### src/rtl/cpu_sequencer.sv
// Execution sequencer: decides which cycles the core executes an instruction,
// handling run/halt/single-step, the rate prescaler, button debounce and input capture.
module cpu_sequencer #(
  parameter int PRESCALE = 50000,
  parameter int DEBOUNCE = 16
) (
  input  logic       Clock,
  input  logic       Reset,
  input  logic [2:0] Btns,
  input  logic       Turbo,
  input  logic       Sample,
  input  logic [7:0] Din,
  input  logic       WaitIn,
  input  logic       DinAck,
  output logic       Step,
  output logic       Running,
  output logic [2:0] BtnPulse,
  output logic [7:0] DinLatched,
  output logic       DinValid,
  output logic       Overrun
);

  localparam int PW = $clog2(PRESCALE);
  localparam int DW = (DEBOUNCE > 1) ? $clog2(DEBOUNCE) : 1;

  typedef enum logic {HALT = 1'b0, RUN = 1'b1} state_t;

  state_t          state, state_next;
  logic            pend, pend_next;
  logic [PW-1:0]   pre_cnt, pre_next;
  logic            candidate, blocked, tick, step_next, toggle;

  logic [2:0]      btn_s1, btn_s2, btn_db, btn_prev, rise;
  logic [DW-1:0]   db_cnt [3];

  logic            smp_s1, smp_s2, smp_s3, capture;

  // Debounced state flips after DEBOUNCE consecutive disagreeing synchronised samples.
  always_ff @(posedge Clock or posedge Reset) begin
    if (Reset) begin
      btn_s1   <= '0;
      btn_s2   <= '0;
      btn_db   <= '0;
      btn_prev <= '0;
      BtnPulse <= '0;
      for (int i = 0; i < 3; i++) db_cnt[i] <= '0;
    end else begin
      btn_s1   <= Btns;
      btn_s2   <= btn_s1;
      btn_prev <= btn_db;
      BtnPulse <= rise;
      for (int i = 0; i < 3; i++) begin
        if (btn_s2[i] != btn_db[i]) begin
          if (db_cnt[i] == DW'(DEBOUNCE - 1)) begin
            btn_db[i] <= ~btn_db[i];
            db_cnt[i] <= '0;
          end else begin
            db_cnt[i] <= db_cnt[i] + DW'(1);
          end
        end else begin
          db_cnt[i] <= '0;
        end
      end
    end
  end

  assign rise   = btn_db & ~btn_prev;
  assign toggle = rise[1];

  always_comb begin
    state_next = state;
    pend_next  = pend;
    pre_next   = '0;
    candidate  = 1'b0;
    blocked    = WaitIn & ~DinValid;
    tick       = (pre_cnt == PW'(PRESCALE - 1));
    case (state)
      RUN: begin
        if (Turbo) begin
          candidate = 1'b1;
        end else begin
          candidate = tick;
          pre_next  = tick ? '0 : pre_cnt + PW'(1);
        end
        if (toggle) state_next = HALT;
      end
      HALT: begin
        candidate = pend;
        if (rise[0]) pend_next = 1'b1;
        else if (pend && !blocked) pend_next = 1'b0;
        if (toggle) state_next = RUN;
      end
    endcase
    // A mode toggle always restarts stepping from a clean slate.
    if (toggle) begin
      pend_next = 1'b0;
      pre_next  = '0;
    end
    step_next = candidate & ~blocked;
  end

  always_ff @(posedge Clock or posedge Reset) begin
    if (Reset) begin
      state   <= RUN;
      Running <= 1'b1;
      pend    <= 1'b0;
      pre_cnt <= '0;
      Step    <= 1'b0;
    end else begin
      state   <= state_next;
      Running <= (state_next == RUN);
      pend    <= pend_next;
      pre_cnt <= pre_next;
      Step    <= step_next;
    end
  end

  assign capture = smp_s2 & ~smp_s3;

  // A capture wins over a same-cycle acknowledge, so the new byte stays valid.
  always_ff @(posedge Clock or posedge Reset) begin
    if (Reset) begin
      smp_s1     <= 1'b0;
      smp_s2     <= 1'b0;
      smp_s3     <= 1'b0;
      DinLatched <= '0;
      DinValid   <= 1'b0;
      Overrun    <= 1'b0;
    end else begin
      smp_s1 <= Sample;
      smp_s2 <= smp_s1;
      smp_s3 <= smp_s2;
      if (capture) begin
        DinLatched <= Din;
        DinValid   <= 1'b1;
        if (DinValid && !DinAck) Overrun <= 1'b1;
      end else if (DinAck) begin
        DinValid <= 1'b0;
      end
    end
  end

endmodule

### config.mk
export PLATFORM = sky130hd
export DESIGN_NAME = cpu_sequencer
export DESIGN_NICKNAME = d
export VERILOG_FILES = /design/src/rtl/cpu_sequencer.sv
export SDC_FILE = /design/constraint.sdc
export NUM_CORES = 1
export LEC_CHECK = 0
export CAP_MARGIN = 0
export CORE_MARGIN = 10
export CORE_UTILIZATION = 29
export CTS_CLUSTER_SIZE = 10
export DETAILED_ROUTE_END_ITERATION = 6
export SLEW_MARGIN = 15
export SYNTH_ARGS = -nofsm -noshare
export SYNTH_HDL_FRONTEND = slang
export SYNTH_SLANG_ARGS = --single-unit
### constraint.sdc
create_clock -name Clock -period 6.7 [get_ports Clock]
set_clock_uncertainty 0.15 [all_clocks]
set_input_delay 2.01 -clock Clock [delete_from_list [all_inputs] [get_ports Clock]]
set_output_delay 2.01 -clock Clock [all_outputs]
set_load 0.1 [all_outputs]
---- Word-level counts from Yosys, hierarchy flattened ----
Index checks and enable logic that the tools add are counted.
storage, ports and cells
  flip-flop bits (word level) ............. 59
  latch bits .............................. 0
  memory bits (writable) .................. 0
  bits in read-only memories .............. 0
  output and inout bits ................... 15
  memories kept ........................... 0
operators by class
  add/subtract/negate cells ............... 4
  multiply operators ...................... 0
  divide/modulo/power cells ............... 0
  magnitude comparators ................... 0
  equal/unequal tests ..................... 8
  shift-type cells ........................ 0
  multiplexer cells ....................... 21
  bitwise gates (word level) .............. 12
  reduce and logical (&&, ||, !) cells .... 11
operators with widths
  operator                                                                  number
  16-bit 2-to-1 mux                                                         4
  4-bit 2-to-1 mux                                                          6
  16-bit by 1-bit adder with 16-bit output (second input constant)          1
  16-bit == test (second input constant)                                    1
  4-bit by 1-bit adder with 4-bit output (second input constant)            3
  4-bit == test (second input constant)                                     3
  2-bit AND reduction                                                       5
  1-bit 2-to-1 mux                                                          9
  1-bit NOT                                                                 7
  1-bit case mux with 2 select lines                                        2
  1-bit AND                                                                 3
  3-bit AND                                                                 1
  1-bit inequality test                                                     3
  3-bit NOT                                                                 1
  3-bit nonzero test                                                        1
  1-bit logical AND                                                         2
  1-bit zero test                                                           2
  2-bit by 1-bit inequality test with 1-bit output (second input constant)  1
  2-bit nonzero test                                                        1

---- Longest topological paths before layout ----
  depth after elaboration ................. 8
  mapped depth ............................ 6
  mapped depth without buffers ............ 5

---- Worst setup path before layout ----
OpenSTA, ideal clock, no wires.
  path kind ............................... reg2out
  start point ............................. reg DinValid
  end point ............................... out DinValid
  arrival ................................. 0.942 ns
  required time ........................... 4.540 ns
  slack ................................... 3.598 ns
  cell stages (with the launch flop) ...... 1
  cells stage by stage .................... dfrtp_1
RTL lines
  element                 RTL line  source
  start, declared         19        output logic DinValid,
  start signal, assigned  127       DinValid <= 1'b0;
  start signal, assigned  135       DinValid <= 1'b1;
  start signal, assigned  138       DinValid <= 1'b0;
No word-level cell between the ends.

==> reports/metrics.cfg <==
[status]
status = finished, final reports clean

[worst_setup_path]
cp_cell_sequence = clkdlybuf4s50_1
cp_top_family = buffers and inverters
critical_path_class = flip-flop to primary output
required_ns = 4.54
slowest_delay_ns = 1.14
arrival_ns = 2.04
crit_fanout = 5
cp_num_buf_inv = 1
r2r_slack_ns = 4.58
endpoint_kind = primary output
start_kind = flip-flop
cp_slowest_cell = clkdlybuf4s50_1

[grt]
busiest_layer = met2
antenna_found_initial = 0
grt_use_met2_pct = 12.5
grt_pass1_wl_mm = 7.25
gr-total-overflow = 0
use_met1_pct = 8.27
grt_pass1_vias = 1535
grtUsageMet3_pct = 3.42
grt_max_degree = 60
grtUsageTotal_pct = 7.73

[floorplanning]
row_count = 32
die_w_um = 110
initial_utilization_pct = 30.1
fp.dieArea_mm2 = 0.0121
ios = 32
die_h_um = 110
core_mm2 = 0.00781

[clock_tree]
clockBufferDepth = 2
cts_made_buffers = 9
clock-root-buffer = clkbuf_8
cts_resized = 0
clock-sinks = 59
cts_setup_buffers = 0
cts_tree = built
clk_pin_slew_ns = 0.07
cts_hold_buf = 0
htreeDepth = 3
clock_latency_ns = 0.33

[power]
power.density_mw_per_mm2 = 275
leakagePower_nw = 1.22
peakVddDrop_mv = 0.137

[place]
placed_area_mm2 = 0.00278
io_buffers = 31
dpl.hpwl_mm = 2.91
pre_cts_slack_ns = 2.85
gp_congestion = 0.679

[final_layout]
areaGrowthSynthToFinish_pct = 26.5
layout.cells.most_common = dfrtp_1
drive_gt1_share_pct = 13.9
nets = 254
num-fill-cells = 797
diodes = 0
mostFrequentLayoutCells = dfrtp_1 (58), clkdlybuf4s50_1 (31), nor2_1 (23)
finish.instance_area_mm2 = 0.00297

[timing]
tightest_slew_ns = 0.980
fin_crit_sh_pct = 62.6
hold_viol = 0
finalSetupViolCount = 0
setup_slack_ns = 2.50
grt_setup_unrepaired = false
setup_tns_ns = 0
fin_crit_ns = 4.20
worst_slew_margin_rel_pct = 34.5
slew_viol_final = 0
max_freq_mhz = 238

[min_path]
hold_path_class = flip-flop to flip-flop

[synthesis]
synth_cell_types = 30
syn_nets = 213
synthCells = 191
yosys_warnings = 0
postSynth.asyncResetShare_pct = 100
yosys_most_used_dff = dfrtp_1
avgSynthCellArea_um2 = 12.3
yosysTopAreaCell = dfrtp_1
synth.top_cell.area_share_pct = 61.8
ys_seq_elements = 59
ys_seq_area_share_pct = 62.9
synth.area.top_cells = dfrtp_1 (62%), xnor2_1 (6.7%), mux2_2 (5.3%)
synth-edff-count = 0
syn-cell-area_mm2 = 0.00235

[drt]
first_iter_violations = 58
antenna_left = 0
wirelength_mm = 4.28
drc = 0
vias_per_cell = 4.50
wl_per_cell_um = 12.6
first_pass_iters = 4
vias = 1526

[job]
max_cap_violations = 0

-- power breakdown --
group	total [mW]	internal [mW]	leakage, nW	switching (mW)
registers	0.382	0.372	0.768	0.0100
logic	0.121	0.0357	0.356	0.0858
clock network	0.314	0.172	0.0966	0.142
total	0.818	0.580	1.22	0.238
-- cells by family (layout without fill, tap and decap cells) --
kind of cell / after synthesis / in the layout / share of synthesized area, %
muxes: 11 / 11 / 5.27
xor gates and xnor gates: 19 / 19 / 7.08
buffers and inverters: 15 / 61 / 2.72
DFF: 59 / 59 / 62.9
adders and majority gates: 5 / 5 / 2.66
and+or+nand+nor: 65 / 65 / 15.2
AOI/OAI and AO/OA: 17 / 17 / 4.15
-- cell type report --
cell class | count | area (µm²) | share of cell area (%)
clock inverter | 6 | 65.1 | 2.19
tap | 102 | 128 | 4.29
sequential | 59 | 1480 | 49.7
multi-input combinational | 117 | 808 | 27.2
clock buffer | 10 | 128 | 4.29
timing repair buffer | 32 | 318 | 10.7
inverter | 13 | 48.8 | 1.64
-- through the flow --
stage	hold slack, ns	util [%]	power, mW	instances
floorplan	0.181	-	0.476	191
global placement	0.182	35.6	0.511	323
detailed placement	0.185	35.6	0.512	323
CTS	0.201	38.1	0.836	339
global route	0.209	38.1	0.859	339
finish	0.200	38.1	0.818	339
-- registers in the layout, indices dropped and copies added (netlist names), 3 cells and up --
name,cells
btn_s1,3
db_cnt,12
btn_db,3
BtnPulse,3
pre_cnt,16
btn_prev,3
DinLatched,8
btn_s2,3
-- synthesized netlist by cell type (2+ instances only) --
| cell type | instances |
|---|---|
| dfrtp_1 | 58 |
| nor2_1 | 23 |
| xnor2_1 | 18 |
| inv_1 | 13 |
| mux2_2 | 11 |
| a21oi_1 | 7 |
| nand3_1 | 7 |
| nor2b_1 | 7 |
| ha_1 | 5 |
| nand4_1 | 5 |
| nor3_1 | 5 |
| o21ai_0 | 5 |
| nor3b_1 | 4 |
| nand2_1 | 3 |
| nand4b_1 | 3 |
| a31o_2 | 2 |
| nor4_1 | 2 |
-- per-layer routing --
metal  wire [µm]  part of all wire [%]
met5           0                     0
met4          43                   1.0
met3         245                   5.7
met2        2100                    49
met1        1890                    44
-- path summary, 6_finish.rpt --
path	start	end	cells past startpoint
max	state	Running	1
min	btn_s1[2]	btn_s2[2]	0
max reg2reg	pre_cnt[10]	pre_cnt[11]	4
min reg2reg	btn_s1[2]	btn_s2[2]	0
max in group asynchronous	Reset	pre_cnt[13]	3
min in group asynchronous	Reset	btn_s1[2]	3
(Power assumes the default switching activity.)
